==> config.mk <==
export PLATFORM = sky130hd
export DESIGN_NAME = mac_accumulator
export DESIGN_NICKNAME = d
export VERILOG_FILES = /design/src/rtl/pe_pkg.sv /design/src/rtl/sat_add64.sv /design/src/rtl/mac_accumulator.sv
export SDC_FILE = /design/constraint.sdc
export NUM_CORES = 1
export LEC_CHECK = 0
export ABC_AREA = 1
export BUFFER_PORTS_ARGS = -buffer_cell sky130_fd_sc_hd__buf_2
export CORE_MARGIN = 2
export CORE_UTILIZATION = 50
export DETAILED_ROUTE_END_ITERATION = 10
export PLACE_DENSITY = 0.67
export SLEW_MARGIN = 20
export SYNTH_ARGS = -nofsm -noshare
export SYNTH_HDL_FRONTEND = slang
export SYNTH_HIERARCHICAL = 1
export SYNTH_SLANG_ARGS = --single-unit
==> constraint.sdc <==
create_clock -name clk -period 2.7 [get_ports clk]
set_input_delay 0.135 -clock clk [delete_from_list [all_inputs] [get_ports clk]]
set_output_delay 0.135 -clock clk [all_outputs]
set_load 0.01 [all_outputs]
==> src/rtl/pe_pkg.sv <==
// Shared constants and state encoding for the processing-element datapath.
package pe_pkg;

  localparam int unsigned ACC_W = 64;

  localparam logic [ACC_W-1:0] SAT_MAX = {1'b0, {(ACC_W-1){1'b1}}};
  localparam logic [ACC_W-1:0] SAT_MIN = {1'b1, {(ACC_W-1){1'b0}}};

  typedef logic [1:0] state_t;

  localparam state_t StIdle  = 2'd0;
  localparam state_t StAccum = 2'd1;
  localparam state_t StHold  = 2'd2;

endpackage

==> src/rtl/sat_add64.sv <==
// Signed two's-complement adder that clamps to the representable range on overflow.
module sat_add64
  import pe_pkg::*;
(
  input  logic [ACC_W-1:0] a,
  input  logic [ACC_W-1:0] b,
  output logic [ACC_W-1:0] sum,
  output logic             ovf
);

  logic [ACC_W-1:0] raw;

  always_comb begin
    raw = a + b;
    // Overflow only when both operands share a sign and the result flips it.
    ovf = (a[ACC_W-1] == b[ACC_W-1]) && (raw[ACC_W-1] != a[ACC_W-1]);
    sum = raw;
    if (ovf) begin
      sum = a[ACC_W-1] ? SAT_MIN : SAT_MAX;
    end
  end

endmodule

==> src/rtl/mac_accumulator.sv <==
// Accumulates a programmed number of signed products into a saturating 64-bit sum
// and holds the result until the consumer takes it.
module mac_accumulator
  import pe_pkg::*;
#(
  parameter int unsigned LEN_W  = 8,
  parameter int unsigned DROP_W = 8
) (
  input  logic              clk,
  input  logic              rst,
  input  logic              prod_valid,
  input  logic [ACC_W-1:0]  prod,
  input  logic              acc_start,
  input  logic [LEN_W-1:0]  len,
  input  logic              out_ready,
  output logic              res_valid,
  output logic [ACC_W-1:0]  res_data,
  output logic              res_sat,
  output logic              busy,
  output logic              start_err,
  output logic [DROP_W-1:0] drop_cnt
);

  state_t              state_q, state_d;
  logic [ACC_W-1:0]    acc_q, acc_d;
  logic [LEN_W-1:0]    rem_q, rem_d;
  logic                sat_q, sat_d;
  logic                start_err_q, start_err_d;
  logic [DROP_W-1:0]   drop_q, drop_d;
  logic [ACC_W-1:0]    sum;
  logic                ovf;
  logic                accept;

  sat_add64 u_sat_add (
    .a   (acc_q),
    .b   (prod),
    .sum (sum),
    .ovf (ovf)
  );

  always_comb begin
    state_d     = state_q;
    acc_d       = acc_q;
    rem_d       = rem_q;
    sat_d       = sat_q;
    start_err_d = 1'b0;
    drop_d      = drop_q;
    accept      = acc_start && ((state_q == StIdle) || ((state_q == StHold) && out_ready));

    case (state_q)
      StIdle: begin
        if (prod_valid && (drop_q != '1)) drop_d = drop_q + DROP_W'(1);
      end
      StAccum: begin
        if (acc_start) start_err_d = 1'b1;
        if (prod_valid) begin
          acc_d = sum;
          sat_d = sat_q | ovf;
          rem_d = rem_q - LEN_W'(1);
          if (rem_q == LEN_W'(1)) state_d = StHold;
        end
      end
      StHold: begin
        if (prod_valid && (drop_q != '1)) drop_d = drop_q + DROP_W'(1);
        if (out_ready)      state_d     = StIdle;
        else if (acc_start) start_err_d = 1'b1;
      end
      default: state_d = StIdle;
    endcase

    // A length of zero skips accumulation and presents an all-zero result directly.
    if (accept) begin
      acc_d   = '0;
      sat_d   = 1'b0;
      rem_d   = len;
      state_d = (len != '0) ? StAccum : StHold;
    end
  end

  always_ff @(posedge clk) begin
    if (rst) begin
      state_q     <= StIdle;
      acc_q       <= '0;
      rem_q       <= '0;
      sat_q       <= 1'b0;
      start_err_q <= 1'b0;
      drop_q      <= '0;
    end else begin
      state_q     <= state_d;
      acc_q       <= acc_d;
      rem_q       <= rem_d;
      sat_q       <= sat_d;
      start_err_q <= start_err_d;
      drop_q      <= drop_d;
    end
  end

  assign res_valid = (state_q == StHold);
  assign busy      = (state_q != StIdle);
  assign res_data  = acc_q;
  assign res_sat   = sat_q;
  assign start_err = start_err_q;
  assign drop_cnt  = drop_q;

endmodule

# Word level (Yosys, flattened, before mapping)
# Index checks and enable logic that the tools add are counted.
# word_totals
word_cells	50
reg_bits	84
mem_bits_rw	0
n_memories	0
rom_bits	0
latchBits	0
# classes
mul	0
bitwise	1
n_lt_le_gt_ge	0
n_div	0
shift	0
n_reduce_logical	16
eq_ne	10
add_sub_neg	3
n_mux	14
# op_table
operator	n
64-bit two-way mux	2
64-bit adder	1
8-bit two-way mux	3
2-bit two-way mux	5
8-bit by 1-bit adder with 8-bit output, second input constant	1
8-bit by 1-bit == test with 1-bit output, second input constant	1
8-bit inequality test, second input constant	1
8-bit nonzero test	1
8-bit by 1-bit subtractor with 8-bit output, second input constant	1
3-bit inequality test, second input constant	2
2-bit one-hot mux with 3 select lines	1
2-bit AND reduction	3
2-bit nonzero test	3
1-bit logical AND	4
4-bit AND reduction	1
2-bit OR reduction	2
3-bit by 2-bit inequality test with 1-bit output, second input constant	1
2-bit by 1-bit == test with 1-bit output, second input constant	1
2-bit == test, second input constant	1
2-bit zero test	1
1-bit two-way mux	2
2-bit inequality test, second input constant	1
1-bit one-hot mux with 2 select lines	1
1-bit == test	1
3 further kinds	3

# Logic depth before layout (Yosys ltp)
# logic_depth
depth_word	6
ltp_mapped	20

# Modules after synthesis
# The synthesis kept the hierarchy.
# by_module_without_submodules
module	cells_each	area_per_inst_um2	instances
sat_add64	1401	6592.6	1
mac_accumulator	472	3529.6	1

# Worst setup path before layout
# No wires, ideal clock.
# synth_timing
kind	register -> register
from	reg acc_q[54], in the netlist res_data[54]
to	reg acc_q[54], in the netlist res_data[54]
arrival_time_ns	2.054
setup_slack_ns	0.577
period_less_slack_ns	2.123
n_path_buf	1
stages_incl_launch_ff	16
setup_ns	0.070
path_cell_list	dfxtp_1 ha_1 nand2_1 inv_1 a21oi_1 nand2_1 nand2_1 nand2_1 a21oi_4 nand3_1 nand2_4 buf_12 nand2_2 nand2_1 nand2_1 a21oi_1
# synth_between
elab_chain_cells	4
# synth_rtl
item	line	text
start: declaration	mac_accumulator.sv:25	logic [ACC_W-1:0] acc_q, acc_d;
start signal: assignment	mac_accumulator.sv:83	acc_q <= '0;
start signal: assignment	mac_accumulator.sv:90	acc_q <= acc_d;
64-bit adder (*)	sat_add64.sv:14	raw = a + b;
1-bit inequality test	sat_add64.sv:16	ovf = (a[ACC_W-1] == b[ACC_W-1]) && (raw[ACC_W-1] != a[ACC_W-1]);
1-bit logical AND	sat_add64.sv:16	
64-bit two-way mux (*)	sat_add64.sv:18	if (ovf) begin
named net sum[54]	mac_accumulator.sv:30	logic [ACC_W-1:0] sum;
# Mark *: on every way through the listed nets, which the timed path passes. The rest lies on a longest branch.
# A chain may end at the register's enable or synchronous reset.

# Final worst setup path
# layout_timing
from	reg acc_q[0], in the netlist res_data[0]
to	reg acc_q[44], in the netlist res_data[44]
# The elaborated chain is that of the path after synthesis.

==> results.md <==
* Register area share after synthesis at between 10% and 20%
* Net Sw Frac at 35.2%
* GRT Residual Overflow at 0
* Worst R2R Path Depth at 15
* Layout cells sized above 1 at 16.2%
* Fin area at between 0.01 and 0.015 mm^2
* Synth Cell Area at 0.0101 mm^2
* Flop-to-flop setup slack at 0.08 ns
* WP data required at 2.99 ns
* Final WS setup at approximately 0.084 ns
* First-pass GRT wire length at between 50000 and 60000 um
* Worst-skew pair later-pin latency at around 0.36 ns
* CTS tree: yes
* # hold bufs at CTS at 0
* Worst reg2reg endpoint: res_data[44]
* Pre-Repair DR Iteration Count at 5
* Final WL at approximately 35000 um
* Via/cell ratio at 4.92
* CTS HTree Levels at 3
* Sw Pwr at 1.43 mW
* Fmax at 0.382 GHz
* Final nets at between 2000 and 2500
* Clock Skew at between 0.01 and 0.015 ns
* Int Pwr at 2.64 mW
* Critical Path Sink Type: flip-flop
* Non-Filler Instances at 2320
* Commonest non-fill, non-tap cell in the layout: nand2_1
* CTS root buffer: clkbuf_16
* Leakage at 6.98 nW
* Routed len/inst at 15.1 um
* I/O Buffers at 152
* Post-DP Area at 0.0113 mm^2
* Vias in the first global route at 10331
* Post-synth top flop: dfxtp_1
* Post-DP HPWL at 28800 um
* Syn_nets at slightly above 2000
* Max FO, Critical Path at 4
* Status: finished, final reports clean
* Clk sinks at 84
* ANT nets after route at 0
* Syn avg cell area at around 5.4 um^2
* Number of DRC markers in iteration 0 at 906
* Pwr dens at 346 mW/mm^2
* Tmin final at 2.62 ns
* Num CTS Buffers at 9
* N_diodes at 0
* Total GRT Usage at between 30% and 40%
* Row Count at 52
* Maximum clock insertion buffer count at 2
* Post-synth EDFFs at 0
* Worst-Margin Slew at between 0.5 and 0.6 ns
* Initial Util at 50.5%
* Die width at roughly 150 um
* YS warnings at 6
* Synthesized flop and latch total at 84
* Most frequent cells in the layout: nand2_1 (843), inv_1 (346), buf_2 (152)
* Worst path arrival time at between 2 and 3 ns
* Worst VDD drop at 0.000321 V
* Slew HR at between 60 and 70%
* DRC Markers at 0
* Fin. Hold Viols at 0
* CP Class: flip-flop to flip-flop
* Distinct cell type count after synthesis at 38
* Final Setup Violations at 0
* Sequential Power Share at between 30% and 40%
* Fillcell total at between 2000 and 2500
* Clock-pin slew on the worst setup and hold paths at 0.08 ns
* Final period util at 96.9%
* Total core area at around 0.020 mm^2
* Die area at around 0.021 mm^2
* Via Count at 11419
* Ys async rst share at 0%
* Pin count of the biggest net entering global routing at 66
* IO Pins at 153
* Layout area overhead at 16.3%
* Initial antenna violation count at 0
* Dpl ws at -0.0355 ns
* CP Launch Type: flip-flop
* Placed cells at 2299
* Die height at 146 um
* Clock Power Share at 38.2%
* Critical path launch point: res_data[0]
* Combinational Power Share at 29.5%
* Setup crit end: res_data[44]
* RD Place Congestion at 0.999
* Max-slew violations at 0
* Maxcap violations at 0
* Reg2reg start: res_data[0]
* Final core utilization at 58.7%
* Hold Crit Class: primary input to flip-flop
* Post-Synthesis Cells at 1873
-- logic make-up (layout without fill, tap and decap cells) --
logic type / count (synthesis) / after routing / share of synthesized area (%)
simple gates: 1102 / 1104 / 44.7
buf+inv: 405 / 580 / 16.7
compound gates: 175 / 175 / 10.1
flops: 84 / 84 / 16.6
fa+ha+maj: 70 / 70 / 8.73
xor+xnor: 37 / 37 / 3.20
-- synthesized netlist by cell type (2+ instances only) --
library cell / count / area share (%)
o21ai_0: 16 / 0.79
nor3_1: 14 / 0.69
nand2_1: 848 / 31
buf_6: 15 / 1.7
nand3b_1: 15 / 1.1
nand2_2: 26 / 1.6
inv_2: 22 / 0.82
a21oi_1: 117 / 5.8
nand3_1: 54 / 2.7
o211ai_1: 2 / 0.15
xnor2_1: 29 / 2.5
inv_4: 2 / 0.12
ha_1: 69 / 8.5
buf_4: 6 / 0.44
dfxtp_1: 84 / 17
o21ai_2: 30 / 2.6
o21bai_1: 2 / 0.15
nor3_2: 2 / 0.20
nand2_4: 9 / 1.0
nand4_1: 6 / 0.37
xor2_1: 8 / 0.69
nor2_2: 5 / 0.31
nor2_1: 116 / 4.3
o21ai_1: 2 / 0.099
nor2_4: 5 / 0.56
a31oi_1: 2 / 0.12
clkbuf_1: 2 / 0.074
inv_1: 346 / 13
buf_2: 10 / 0.49
-- metrics by stage --
step,hold slack (ns),TNS [ns],total power [mW]
2_1_floorplan,0.204,0,2.18
3_3_place_gp,0.430,-0.153,2.51
3_5_place_dp,0.438,-0.0692,2.51
4_1_cts,0.0531,0,4.08
5_1_grt,0.110,-0.00318,4.28
6_report,0.0705,0,4.08
-- power by group through the flow --
stage / clock network, mW / registers [mW] / logic [mW]
after floorplan: 0 / 1.36 / 0.824
after global placement: 0 / 1.35 / 1.16
after detailed placement: 0 / 1.35 / 1.17
after CTS: 1.59 / 1.32 / 1.17
after global routing: 1.62 / 1.32 / 1.34
final: 1.56 / 1.32 / 1.20
-- how the worst min path moves through the flow --
| stage | from | end | slack (ns) | depth (start not counted) |
|---|---|---|---|---|
| 6_report | len[3] | rem_q[3] | 0.07 | 3 |
| 3_5_place_dp | res_sat | res_sat | 0.44 | 2 |
| 5_1_grt | len[3] | rem_q[3] | 0.11 | 3 |
| 3_3_place_gp | res_sat | res_sat | 0.43 | 2 |
| 2_1_floorplan | rst | rem_q[3] | 0.20 | 1 |
| 4_1_cts | len[3] | rem_q[3] | 0.05 | 3 |
-- cell type report --
cell class                      instances  area [um^2]  area share (%)
Timing Repair Buffer                  193         1150            9.76
Multi-Input combinational cell       1386         6840            58.2
Inverter                              371         1400            11.9
Sequential cell                        84         1680            14.3
Clock buffer                            9          225            1.91
Tap cell                              270          338            2.87
Clock inverter                          7          128            1.08
-- worst max-delay path: stages, from the launching register on --
cell	delay, ns
dfxtp_1	0.33
ha_1	0.25
fa_2	0.41
nand3_1	0.09
nand3_1	0.16
nand3_1	0.12
nand3b_1	0.17
nand2_1	0.12
nand2_2	0.19
nand2_1	0.16
nand2_1	0.06
nand2_1	0.06
nand3_1	0.10
nand2_1	0.12
nand2_1	0.07
a21oi_1	0.15
-- per-layer routing --
layer | up-vias | wire length, um | global-route usage, %
li1 | 5960 | - | -
met2 | 398 | 14700 | 50.1
met1 | 5020 | 16900 | 46.8
met4 | 0 | 770 | 7.82
met3 | 41 | 2720 | 4.38
met5 | - | 0 | 0
-- state kept, by name, summed over array words and instances (netlist names) --
name,flops
res_data,64
state_q,2
start_err,1
drop_cnt,8
rem_q,8
res_sat,1
-- timing repair --
item | CTS | global route
resized for setup | 1 | 22
setup endpoints to repair | 3 | 60
setup buffers | 0 | 2
pin swaps | 0 | 3
gates cloned | 0 | 3
hold endpoints to repair | 0 | 0
Note: power is estimated with default switching activity, not from simulation.
